==> config.mk <==
export PLATFORM = sky130hd
export DESIGN_NAME = if_id_queue
export DESIGN_NICKNAME = d
export VERILOG_FILES = /design/src/rtl/if_id_queue.sv
export SDC_FILE = /design/constraint.sdc
export NUM_CORES = 1
export LEC_CHECK = 0
export CELL_PAD_IN_SITES_DETAIL_PLACEMENT = 0
export CELL_PAD_IN_SITES_GLOBAL_PLACEMENT = 1
export CORE_ASPECT_RATIO = 0.5
export CORE_MARGIN = 1
export CORE_UTILIZATION = 48
export DETAILED_ROUTE_END_ITERATION = 6
export HOLD_SLACK_MARGIN = 0.08
export PLACE_DENSITY_LB_ADDON = 0.1
export SYNTH_ARGS = -nofsm -noshare
export SYNTH_HDL_FRONTEND = slang
export SYNTH_SLANG_ARGS = --single-unit
==> constraint.sdc <==
create_clock -name clk -period 4.1 [get_ports clk]
set_input_delay 0.82 -clock clk [delete_from_list [all_inputs] [get_ports clk]]
set_output_delay 0.82 -clock clk [all_outputs]
set_load 0.05 [all_outputs]
==> src/rtl/if_id_queue.sv <==
// if_id_queue: fetch-to-decode buffer. Holds up to DEPTH {pc, instr} pairs
// so fetch can run ahead while decode is stalled, and drives the registered
// decode-stage pc/instr/valid. An empty queue with decode advancing lets a
// new fetch bypass straight into id_*, which keeps the fetch->decode latency
// at one cycle. With nothing to deliver, decode receives an all-zero bubble.
module if_id_queue #(
  parameter int PC_W    = 32,
  parameter int INSTR_W = 32,
  parameter int DEPTH   = 4,
  parameter int STALL_W = 6,
  parameter int STAGE   = 1
) (
  input  logic                       clk,
  input  logic                       rst,
  input  logic [STALL_W-1:0]         stall,
  input  logic                       flush,
  input  logic                       if_valid,
  input  logic [PC_W-1:0]            if_pc,
  input  logic [INSTR_W-1:0]         if_instr,
  output logic                       if_ready,
  output logic [PC_W-1:0]            id_pc,
  output logic [INSTR_W-1:0]         id_instr,
  output logic                       id_valid,
  output logic [$clog2(DEPTH+1)-1:0] count
);

  localparam int   PTR_W         = $clog2(DEPTH);
  localparam int   CNT_W         = $clog2(DEPTH+1);
  localparam int   ENT_W         = PC_W + INSTR_W;
  localparam logic RST_ENABLE    = 1'b0;
  localparam logic STALL_DISABLE = 1'b0;
  localparam logic [CNT_W-1:0] FULL_CNT = CNT_W'(DEPTH);

  // Entry storage; the id_* registers act as its registered read port.
  logic [ENT_W-1:0] mem [DEPTH];

  logic [PTR_W-1:0]   rd_ptr_reg, rd_ptr_next;
  logic [PTR_W-1:0]   wr_ptr_reg, wr_ptr_next;
  logic [CNT_W-1:0]   count_reg, count_next;
  logic [PC_W-1:0]    id_pc_reg, id_pc_next;
  logic [INSTR_W-1:0] id_instr_reg, id_instr_next;
  logic               id_valid_reg, id_valid_next;

  logic               full;
  logic               push;
  logic               adv;
  logic               pop;
  logic               bypass;
  logic               wr_en;
  logic [ENT_W-1:0]   head;
  logic               unused_stall_bits;

  // Only the fetch and decode bits of the stall vector matter here.
  assign unused_stall_bits = ^stall;

  assign full     = (count_reg == FULL_CNT);
  // Ready looks only at the registered count, so a pop while full does not
  // reopen the queue until the following cycle.
  assign if_ready = !full && !flush;
  assign push     = if_valid && if_ready && (stall[STAGE] == STALL_DISABLE);
  assign adv      = (stall[STAGE+1] == STALL_DISABLE);
  assign pop      = adv && (count_reg != '0);
  assign bypass   = adv && (count_reg == '0) && push;
  assign wr_en    = push && !bypass;
  assign head     = mem[rd_ptr_reg];

  // Next-state: flush clears everything, otherwise pop/bypass/bubble/hold.
  always_comb begin
    rd_ptr_next   = rd_ptr_reg;
    wr_ptr_next   = wr_ptr_reg;
    count_next    = count_reg;
    id_pc_next    = id_pc_reg;
    id_instr_next = id_instr_reg;
    id_valid_next = id_valid_reg;
    if (flush) begin
      rd_ptr_next   = '0;
      wr_ptr_next   = '0;
      count_next    = '0;
      id_pc_next    = '0;
      id_instr_next = '0;
      id_valid_next = 1'b0;
    end else begin
      if (pop) begin
        {id_pc_next, id_instr_next} = head;
        id_valid_next               = 1'b1;
        rd_ptr_next                 = rd_ptr_reg + PTR_W'(1);
      end else if (bypass) begin
        id_pc_next    = if_pc;
        id_instr_next = if_instr;
        id_valid_next = 1'b1;
      end else if (adv) begin
        id_pc_next    = '0;
        id_instr_next = '0;
        id_valid_next = 1'b0;
      end
      if (wr_en) begin
        wr_ptr_next = wr_ptr_reg + PTR_W'(1);
      end
      case ({wr_en, pop})
        2'b10:   count_next = count_reg + CNT_W'(1);
        2'b01:   count_next = count_reg - CNT_W'(1);
        default: count_next = count_reg;
      endcase
    end
  end

  // State registers with synchronous active-low reset.
  always_ff @(posedge clk) begin
    if (rst == RST_ENABLE) begin
      rd_ptr_reg   <= '0;
      wr_ptr_reg   <= '0;
      count_reg    <= '0;
      id_pc_reg    <= '0;
      id_instr_reg <= '0;
      id_valid_reg <= 1'b0;
    end else begin
      rd_ptr_reg   <= rd_ptr_next;
      wr_ptr_reg   <= wr_ptr_next;
      count_reg    <= count_next;
      id_pc_reg    <= id_pc_next;
      id_instr_reg <= id_instr_next;
      id_valid_reg <= id_valid_next;
    end
  end

  // Entry write; contents need no reset since count gates every read.
  always_ff @(posedge clk) begin
    if ((rst != RST_ENABLE) && wr_en) begin
      mem[wr_ptr_reg] <= {if_pc, if_instr};
    end
  end

  assign id_pc    = id_pc_reg;
  assign id_instr = id_instr_reg;
  assign id_valid = id_valid_reg;
  assign count    = count_reg;

endmodule

== Word level (Yosys, flattened, before mapping) ==
Memory sizes are Yosys's and may differ from the RTL's. A register that Yosys moved wholly into a read port is not among the register bits.
Cells that the tools add are included.
Cells by class
  $add $sub $neg: 4
  eq/ne operators: 4
  multiplexer cells: 13
  bitwise gates (word level): 3
  reductions and logical operators: 15
Operator list (count)
  2-to-1 mux 32 bit: 5
  logical AND 1 bit: 8
  case mux 3 bit (2 select lines): 1
  2-to-1 mux 1 bit: 5
  adder 2 x 1 -> 2 bit, second input constant: 2
  2-to-1 mux 2 bit: 2
  adder 3 x 1 -> 3 bit, second input constant: 1
  == test 3 bit, second input constant: 1
  logical NOT 1 bit: 3
  logical NOT 3 bit: 1
  != test 3 x 1 -> 1 bit, second input constant: 1
  NOT 1 bit: 3
  nonzero test 3 bit: 1
  subtractor 3 x 1 -> 3 bit, second input constant: 1
  == test 2 x 1 -> 1 bit, second input constant: 1
  == test 2 bit, second input constant: 1
  nonzero test 2 bit: 1
  OR reduction 2 bit: 1
Storage, ports and cells
  bits in registers: 72
  RAM bits: 256
  input port bits: 74
  output and inout port bits: 69
  memories: 1
Memories
  mem: words 4, bits a word 64, read ports 1, clocked after Yosys merged registers in 1, write ports 1, RTL line 35  | logic [ENT_W-1:0] mem [DEPTH];

== Longest topological paths before layout ==
  word-level depth: 11
  depth in mapped cells: 9

== Worst setup path before layout ==
OpenSTA, ideal clock, no wires.
  path kind: input -> register
  from: in flush
  to: mem mem[0][0] in the netlist's numbering (enable)
  setup time: 429 ps
  data arrival time: 3045 ps
  required time: 3671 ps
  path slack: 626 ps
  cell stages on the path: 3
  cells stage by stage: or3b_4 > a21oi_2 > and3_1
On the way
  longest elaborated chain between the ends: 10
RTL lines
  start: declaration: RTL line 16  | input logic flush,
  logical NOT 1 bit (*): RTL line 59  | assign if_ready = !full && !flush;
  logical AND 1 bit (*): RTL line 59
  logical AND 1 bit (*) (2 in series): RTL line 60  | assign push = if_valid && if_ready && (stall[STAGE] == STALL_DISABLE);
  logical AND 1 bit: RTL line 63  | assign bypass = adv && (count_reg == '0) && push;
  logical NOT 1 bit: RTL line 64  | assign wr_en = push && !bypass;
  logical AND 1 bit (*): RTL line 64
  logical AND 1 bit (*): RTL line 128  | if ((rst != RST_ENABLE) && wr_en) begin
  2-to-1 mux 1 bit (*): RTL line 128
  2-to-1 mux 1 bit (not written as such) (*): RTL line 129  | mem[wr_ptr_reg] <= {if_pc, if_instr};
  end: declaration: RTL line 35
Mark *: on every way between the ends. The rest lies on a longest branch, timed or not.

== Worst setup path in the final report ==
  from: in flush
  to: out if_ready
On the way
  longest elaborated chain between the ends: 2
RTL lines
  logical NOT 1 bit: RTL line 59
  logical AND 1 bit: RTL line 59
  end: declaration: RTL line 20  | output logic if_ready,
No other way between the ends.

==> run summary <==
# DRC: 0
worst setup path class: in2out
post-route setup TNS: 0 ps
Net Sw Frac: 0.1951
pwr dens: 439.6 nW/um^2
Synth Flop Type: edfxtp_1
reg2reg end: id_instr[19]
most common library cells after synthesis: edfxtp_1 (256), dfxtp_1 (74), inv_1 (68), mux4_2 (64), a222oi_1 (62)
clk buf depth: 3
FFs w/ async S/R, synth: 0
yosys warns: 0
Max-cap violations: 0
CP max stage cell: clkdlybuf4s50_1
worst path bufs/invs: 2
Psw: 1.264 mW
gpl congestion: 0.6937
Rel. slew slack: 0.5148
vias in the first global route: 6,482
Most Frequent Cell on Critical Path: clkdlybuf4s50_1
initial antenna violation count: 0
core outline area: 24,320 um^2
Vias/cell: 5.575
Routed Wire Length: 24,170 um
Hold Buf Count CTS: 0
Largest register FFs: 256
unrepaired setup endpoints after global routing: no
worst slew pin tran: 727.8 ps
row count: 40
leakage dissipation: 5.109 nW
Comb power frac: 0.034
Final Hold Fails: 0
# setup viols final: 0
Post-Synth XOR/XNOR Area: 0.003628
FF-to-FF Start: count[2]
DR pass1 iterations: 5
adder-cell share of the synthesized area: 0.006842
Syn Nets: 687
root buffer cell: clkbuf_16
IO Port Bufs: 138
Final #Nets: 837
Seq/Total Area, Yosys: 0.7597
startpoint types: primary input
CTS resizes: 0
Synth area leader: edfxtp_1
cells along the critical path: clkdlybuf4s50_1 > a21oi_1 > clkdlybuf4s50_1
Die W: 226.3 um
aggregate global routing overflow: 0
Final Slew Violations: 0
Internal: 5.217 mW
Setup crit end: if_ready
number of synthesized flops with an enable pin: 256
io pins: 143
Setup crit end kind: output pin
antenna-violating nets left: 0
Synth Area in Compound Gates: 0.05598
VDD IR max: 237.9 uV
cell family with most CP delay: buffers and inverters
Area growth, synth to finish: 22.16%
Tmin final: 3019 ps
WP data arrival: 2200 ps
stages on the worst setup path: 3
CTS tree: yes
Post-Synthesis Cell Area: 12,070 um^2
critical-path maximum fanout: 3
Num CTS Buffers: 28
syn_area_per_cell: 19.88 um^2
Clock Skews: 14.84 ps
Largest stage delay, worst path: 820 ps
clock sink count: 330
initial drt markers: 583
Worst-path clk slew: 70 ps
Flop pwr share: 0.559
ANT cells: 0
total global routing track utilization: 0.1932
largest family of logic cells by synthesized area: multiplexers
Synth Instances: 607
DR vias: 6,216
Unique masters post-synth: 29
post-DP HPWL: 13,830 um
worst setup path start: flush
share of layout cells above drive strength 1: 0.1759
mux cell area share after synthesis: 0.1203
reg2reg setup slack: 1850 ps
synth top area cells: edfxtp_1 (64%), dfxtp_1 (12%), mux4_2 (12%)
HP Class: reg2reg
clock latency on the worst-skew pair: 550 ps
postcts setup bufs: 0
synthesis-stage register bit count: 330
area of the die: 25,820 um^2
H-Tree Depth: 1
part of the cycle the worst path needs: 0.7362
Reg2Reg Depth: 5
CP Data Required Time: 3280 ps
largest net degree at the start of global routing: 43
status: completed
Final Core Density: 0.6062
share of the synthesized area in the top cell type: 0.6369
Power, Total: 6.482 mW
most frequent cell after synthesis: edfxtp_1
Simple-Gate Fraction of Synth Area: 0.01265
Max Freq: 0.3313 GHz
first-pass GRT wire length: 37,150 um
Clock power frac: 0.407
hold-critical path depth: 2
initial core utilization: 0.4962
drt wl/cell: 21.68 um
Chip Height: 114.1 um
[metal layers]
| layer | vias to the layer above | GRT usage | routed length [um] |
|---|---|---|---|
| met5 | - | 0 | 0 |
| met4 | 0 | 0.04144 | 331 |
| met3 | 30 | 0.03798 | 1358 |
| met2 | 172 | 0.2924 | 11340 |
| met1 | 3222 | 0.2929 | 11150 |
| li1 | 2792 | - | - |
[worst min-delay path: stages (launching register included)]
cell      delay, ps
dfxtp_1         330
a222oi_1         60
inv_1            50
[logic make-up (layout without fill, tap and decap cells)]
logic type / after synthesis / after routing
fa+ha+maj: 6 / 6
compound gates: 70 / 70
simple gates: 28 / 28
buf+inv: 103 / 275
xor+xnor: 5 / 5
flops: 330 / 330
mux: 65 / 65
[worst min path at each step]
stage	slack [ps]	from	to
2_1_floorplan	490	rd_ptr_reg[1]	flip-flop
3_3_place_gp	450	id_pc[25]	id_pc[25]
3_5_place_dp	450	id_instr[25]	id_instr[25]
4_1_cts	470	id_instr[25]	id_instr[25]
5_1_grt	480	id_pc[12]	id_pc[12]
6_report	460	id_pc[2]	id_pc[2]
[power groups by stage]
stage / clock [mW] / combinational [mW] / sequential [mW]
2_1_floorplan: 0 / 0.0494 / 3.73
3_3_place_gp: 0 / 0.217 / 3.70
3_5_place_dp: 0 / 0.222 / 3.70
4_1_cts: 2.71 / 0.223 / 3.62
5_1_grt: 2.84 / 0.236 / 3.62
6_report: 2.64 / 0.221 / 3.62
[placed cells by master, fill, tap and decap left out, types with 4 or more instances in the layout]
cell type | synthesis | final
clkdlybuf4s50_1 | 0 | 138
dfxtp_1 | 74 | 72
clkbuf_1 | 18 | 7
inv_1 | 68 | 68
a222oi_1 | 62 | 62
clkinv_2 | 0 | 6
clkbuf_16 | 0 | 29
ha_1 | 5 | 5
nor2_1 | 13 | 12
mux4_2 | 64 | 64
and3_2 | 0 | 4
edfxtp_1 | 256 | 256
clkbuf_8 | 0 | 8
buf_4 | 0 | 13
[per-stage QoR]
step           instances  hold WS [ps]  instance area [um^2]  setup WS, ps
2_1_floorplan        607         490.2                 12070         626.2
3_3_place_gp        1063         446.4                 13820         946.9
3_5_place_dp        1063         449.7                 13820         923.3
4_1_cts             1115         467.4                 14740          1071
5_1_grt             1115         482.4                 14740          1040
6_report            1115         464.8                 14740          1081
[area by class of cell]
type | count | area (um^2)
Tap cell | 336 | 420.4
Timing Repair Buffer | 154 | 1539
Inverter | 69 | 259.0
Fill cell | 1885 | 9579
Clock buffer | 44 | 862.1
Multi-Input combinational cell | 174 | 2426
Sequential cell | 330 | 9174
Clock inverter | 8 | 63.81
Power figures use the tool's default switching activity.
==> edit 1 (config.mk and constraints unchanged) <==
Change the parameter `DEPTH` from 4 to 2.
--- a/src/rtl/if_id_queue.sv
+++ b/src/rtl/if_id_queue.sv
@@ -6,7 +6,7 @@
 module if_id_queue #(
   parameter int PC_W    = 32,
   parameter int INSTR_W = 32,
-  parameter int DEPTH   = 4,
+  parameter int DEPTH   = 2,
   parameter int STALL_W = 6,
   parameter int STAGE   = 1
 ) (
Ports: changed (resized count); port bits go from 143 to 142. The function was not compared with the original's and may differ.
==> edit 1 against the unedited design <==
Area after synthesis decreased by 33%. Wire length decreased by 32%. Power decreased by 36%. Non-clock buffer count decreased by 5. Sequential power decreased by 40%. Clock power decreased by 40%. Via count decreased by 22%. Cell area decreased by 31%. Critical path depth unchanged. Largest cell class unchanged. Sequential cell count decreased by 132. Worst setup slack got worse by 0.012 ns. Register-to-register slack improved by 0.13 ns. Synthesized cell count decreased by 3.1%.
==> edit 1: results (changes against the unedited design) <==
[status]
status=complete, no violations  ; unchanged

[critical_path]
ff2ff_path_depth=5  ; unchanged
cp_slowest_stage_delay_ns=0.81
cp-startpoint=flush  ; unchanged
reg2reg_slack_ns=1.98  ; was 1.85 ns
critPathMaxFanout=3  ; unchanged
cpMaxStageDelayCell=clkdlybuf4s50_1  ; unchanged
cpLargestDelayFamily=buffers and inverters  ; unchanged
cp_data_arrival_time_ns=2.21
worstReg2RegEnd=mem[1][20]  ; was id_instr[19]
worstSetupEndpoint=if_ready  ; unchanged
rr_startpoint=count[0]  ; was count[2]

[timing]
fin_skew_ns=0.009930  ; was 0.01484 ns
worst_pin_slew_ns=0.8232  ; was 0.7278 ns
slew_viol_final=0  ; unchanged
setup_viol=0  ; unchanged
finalHoldViolCount=0  ; unchanged

[finish]
drive_gt1_frac=0.1793  ; was 0.1759
antenna_cells=0  ; unchanged
fill_cells=1299  ; was 1885
largest_reg_flops=128  ; was 256
num-nets-final=788  ; was 837

[placement]
io_buffers=137  ; was 138
gp_congestion=0.7041  ; was 0.6937
place_ws_ns=0.9029  ; was 0.9233 ns
dpl.hpwl_mm=9.211  ; was 13.83 mm

[pwr]
power_leakage_nw=3.226  ; was 5.109 nW
ir_drop_v=0.0002648  ; was 0.0002379 V

[grt]
first_global_vias=4829  ; was 6482
grt_first_pass_wirelength_mm=26.16  ; was 37.15 mm
grt_start_max_net_pins=66  ; was 43
antenna_found_initial=0  ; unchanged
grt_usage=0.1999  ; was 0.1932

[clock_tree]
cts_resized=0  ; unchanged
cts_setup_buffers=0  ; unchanged
insertion_delay_ns=0.43  ; was 0.55 ns
numCtsBuffers=17  ; was 28
path_clk_slew_ns=0.07  ; about the same
htreeDepth=4  ; was 1
root_buffer=clkbuf_16  ; unchanged
clockBufferDepth=2  ; was 3

[detailed_routing]
viasPerCell=5.121  ; was 5.575
first_pass_iters=5  ; unchanged
post_drt_wl_per_cell_um=17.32  ; was 21.68 um
initialDrtViolationCount=233  ; was 583

[logic_synthesis]
yosysTopAreaCell=edfxtp_1  ; unchanged
synthTopCellsByCount=edfxtp_1 (128), nor2_1 (71), dfxtp_1 (70), mux2i_1 (64), nor2b_1 (64)  ; was edfxtp_1 (256), dfxtp_1 (74), inv_1 (68), mux4_2 (64), a222oi_1 (62)
yosysWarnings=0  ; unchanged
ys_seq_area_frac=0.6440  ; was 0.7597
synth_edf_count=128  ; was 256
syn_nets=663  ; was 687
ys.flop_type=edfxtp_1  ; unchanged
ys_top_cells_by_area=edfxtp_1 (47%), dfxtp_1 (17%), mux2i_1 (7.9%)  ; was edfxtp_1 (64%), dfxtp_1 (12%), mux4_2 (12%)
synth.distinct_cells=27  ; was 29
async_flop_share=0  ; unchanged

[min_path]
min_path_type=reg2reg  ; unchanged

edit 1: cell count changes after synthesis, moves of 38 or more:
cell	before	now
a211oi_2	0	40
a222oi_1	62	0
edfxtp_1	256	128
inv_1	68	2
mux2i_1	1	64
mux4_2	64	0
nor2_1	13	71
nor2b_1	0	64
nor3_2	2	40
edit 1: kinds of logic after synthesis:
| family | share of synthesized area |
|---|---|
| adders and majority gates | 0.001536 |
| muxes | 0.07866 |
| AOI/OAI and AO/OA | 0.08757 |
| buffers and inverters | 0.03073 |
| xor gates and xnor gates | 0.004303 |
| and+or+nand+nor | 0.1532 |
| DFF | 0.6440 |
edit 1: worst min-delay path by stage:
stage	cells past startpoint	slack, ns	from	end
after detailed placement	2	0.48	id_valid	id_valid
after floorplan	2	0.48	rd_ptr_reg	register
final	2	0.50	id_instr[14]	id_instr[14]
after global routing	2	0.52	id_instr[25]	id_instr[25]
after CTS	2	0.50	id_pc[5]	id_pc[5]
after global placement	2	0.47	id_valid	id_valid
edit 1: cell type report:
type / instances / share of cell area
clock buffers: 19 / 0.04325
clock inverters: 12 / 0.01038
inverters: 2 / 0.0007330
multi-input cells: 345 / 0.2617
flip-flops and latches: 198 / 0.5125
well taps: 227 / 0.02773
repair buffers: 149 / 0.1437
edit 1: metrics by stage:
step / std cells / hold slack (ns) / power, W / utilization / instance area, um^2
after floorplan: 588 / 0.4813 / 0.002432 / - / 8155
after CTS: 952 / 0.5022 / 0.004165 / 0.6216 / 10240
after global routing: 952 / 0.5157 / 0.004268 / 0.6216 / 10240
after detailed placement: 921 / 0.4814 / 0.002590 / 0.5883 / 9692
after global placement: 921 / 0.4701 / 0.002586 / 0.5883 / 9692
final: 952 / 0.4971 / 0.004126 / 0.6216 / 10240
edit 1: worst min-delay path: cells and delay by family, from the launching register on:
kind,cells,cell delay (ns)
flops,1,0.31
simple gates,2,0.15
edit 1: power breakdown:
group / internal (W) / switching, W
logic: 0.000158 / 0.000222
registers: 0.00215 / 0.0000155
clock network: 0.000850 / 0.000732
total: 0.00316 / 0.000970
edit 1: layer usage:
metal / wire [um] / global-route usage / part of all wire
met2: 7490 / 0.3060 / 0.45
met1: 7984 / 0.2716 / 0.48
met5: 0 / 0 / 0
met3: 829 / 0.05930 / 0.050
met4: 179 / 0.06489 / 0.011
==> edit 2 (config.mk and constraints unchanged) <==
Made on the original files. Put one more register stage on the output `count`. The value now appears one clock later. The other outputs are not delayed to match. Comments in the files are not updated.
--- a/src/rtl/if_id_queue.sv
+++ b/src/rtl/if_id_queue.sv
@@ -133,7 +133,9 @@
   assign id_pc    = id_pc_reg;
   assign id_instr = id_instr_reg;
   assign id_valid = id_valid_reg;
-  assign count    = count_reg;
+  always_ff @(posedge clk) begin
+    count <= count_reg;
+  end
 
 endmodule
 
Formal check against the unedited RTL: not equivalent (Yosys sat finds a counterexample within 4 cycles, from zero or initial values).
==> edit 2 against the unedited design <==
Register-to-register slack worse by 0.43 ns. Wire length rose by 27%. Area after synthesis is 8.2% higher. Cell count up 20%. Cell area is 7.1% higher. Power is 5.9% higher. Worst setup slack lost 0.11 ns. Sequential cell count grew 3. Critical endpoint unchanged.
==> edit 2: results (changes against the unedited design) <==
[logic_synthesis]
avgSynthCellArea_um2=15.46  ; was 19.88 um^2
synth.distinct_cells=35  ; was 29
synthTopCellsByCount=edfxtp_1 (256), mux2_2 (126), dfxtp_1 (77), a21oi_1 (70), o21ai_0 (67)  ; was edfxtp_1 (256), dfxtp_1 (74), inv_1 (68), mux4_2 (64), a222oi_1 (62)
ys_top_cells_by_area=edfxtp_1 (59%), dfxtp_1 (12%), mux2_2 (11%)  ; was edfxtp_1 (64%), dfxtp_1 (12%), mux4_2 (12%)
syn_nets=925  ; was 687

[clock_tree]
numCtsBuffers=30  ; was 28

[critical_path]
cp_slowest_stage_delay_ns=0.80  ; was 0.82 ns
reg2reg_slack_ns=1.42  ; was 1.85 ns
worstReg2RegEnd=count_reg[2]  ; was id_instr[19]
critPathMaxFanout=8  ; was 3
ff2ff_path_depth=9  ; was 5
rr_startpoint=count_reg[0]  ; was count[2]

[min_path]
whs_path_depth=0  ; was 2
hold_path_end=count[2]  ; was id_pc[2]
min-delay-start=count_reg[2]  ; was id_pc[2]

[grt]
grt_start_max_net_pins=66  ; was 43
grt.met2_usage=0.3850  ; was 0.2924
first_global_vias=8318  ; was 6482
grt_usage=0.2234  ; was 0.1932

[finish]
drive_gt1_frac=0.2123  ; was 0.1759
num-nets-final=1046  ; was 837
final_cells=1341  ; was 1115

[detailed_routing]
drt_wl_total_mm=30.75  ; was 24.17 mm

[status]
status=complete, no violations  ; unchanged

[placement]
dpl-instance-area_um2=14800  ; was 13820 um^2
gp_congestion=0.7274  ; was 0.6937

[timing]
holdWs_ns=0.4889  ; was 0.4648 ns

[pwr]
ir_drop_v=0.0002596  ; was 0.0002379 V
power_leakage_nw=4.901  ; was 5.109 nW

==> edit 2: changes by cell type after synthesis, sizes merged, moves of 3 or more <==
cell / before / now
xnor2: 3 / 0
mux4: 64 / 1
nand4: 0 / 63
dfxtp: 74 / 77
clkbuf: 18 / 26
a21oi: 4 / 70
inv: 69 / 8
buf: 16 / 46
o21ai: 1 / 67
nor2: 13 / 6
o221ai: 0 / 63
mux2: 0 / 126
a222oi: 62 / 0
==> edit 2: metal layers <==
metal	part of all wire	vias to the layer above
met1	0.44	4075
met3	0.052	34
met4	0.013	0
met5	0	-
li1	-	3611
met2	0.49	215
==> edit 2: power breakdown <==
part	switching, W	internal, W	total [W]
clock	0.00122	0.00159	0.00281
sequential	0.0000124	0.00365	0.00366
combinational	0.000244	0.000143	0.000387
==> edit 2: area by class of cell <==
type	count	area [um^2]
tap	352	440.4
multi-input combinational	432	3422
inverter	8	30.03
sequential	333	9233
clock inverter	18	172.7
timing repair buffer	161	1679
fill	2121	10810
clock buffer	37	808.3
==> edit 2: worst max path at each step <==
| stage | cells after the start | from | end | slack (ns) |
|---|---|---|---|---|
| after floorplan | 5 | stall[2] | mem[0][0] | 0.71 |
| after global placement | 10 | stall[2] | count_reg[2] | 0.76 |
| after detailed placement | 10 | stall[2] | count_reg[2] | 0.73 |
| after CTS | 4 | count_reg[1] | if_ready | 0.94 |
| after global routing | 4 | count_reg[0] | if_ready | 0.85 |
| final | 4 | count_reg[1] | if_ready | 0.97 |
==> edit 2: worst reg2reg max path, cell delays in order, from the launching register on <==
cell     delay, ns
dfxtp_1       0.41
or4_4         0.55
and3_1        0.30
inv_1         0.10
ha_1          0.18
inv_1         0.06
fa_1          0.38
xor2_1        0.18
or3_1         0.31
a21oi_1       0.15
==> edit 2: kinds of logic after synthesis <==
logic type | share of synthesized area
multiplexers | 0.1119
buffers and inverters | 0.03400
AO/OA/AOI/OAI | 0.09578
adder cells (fa/ha/maj) | 0.006321
AND/OR/NAND/NOR | 0.04425
XOR/XNOR | 0.001341
flip-flops | 0.7064
==> edit 2: stage by stage <==
stage,util,total power (W),setup WS (ns)
final,0.5936,0.006862,0.9741
after global routing,0.5936,0.007085,0.8513
after floorplan,-,0.003934,0.7073
after global placement,0.5567,0.004120,0.7617
after detailed placement,0.5567,0.004126,0.7341
after CTS,0.5936,0.006927,0.9383
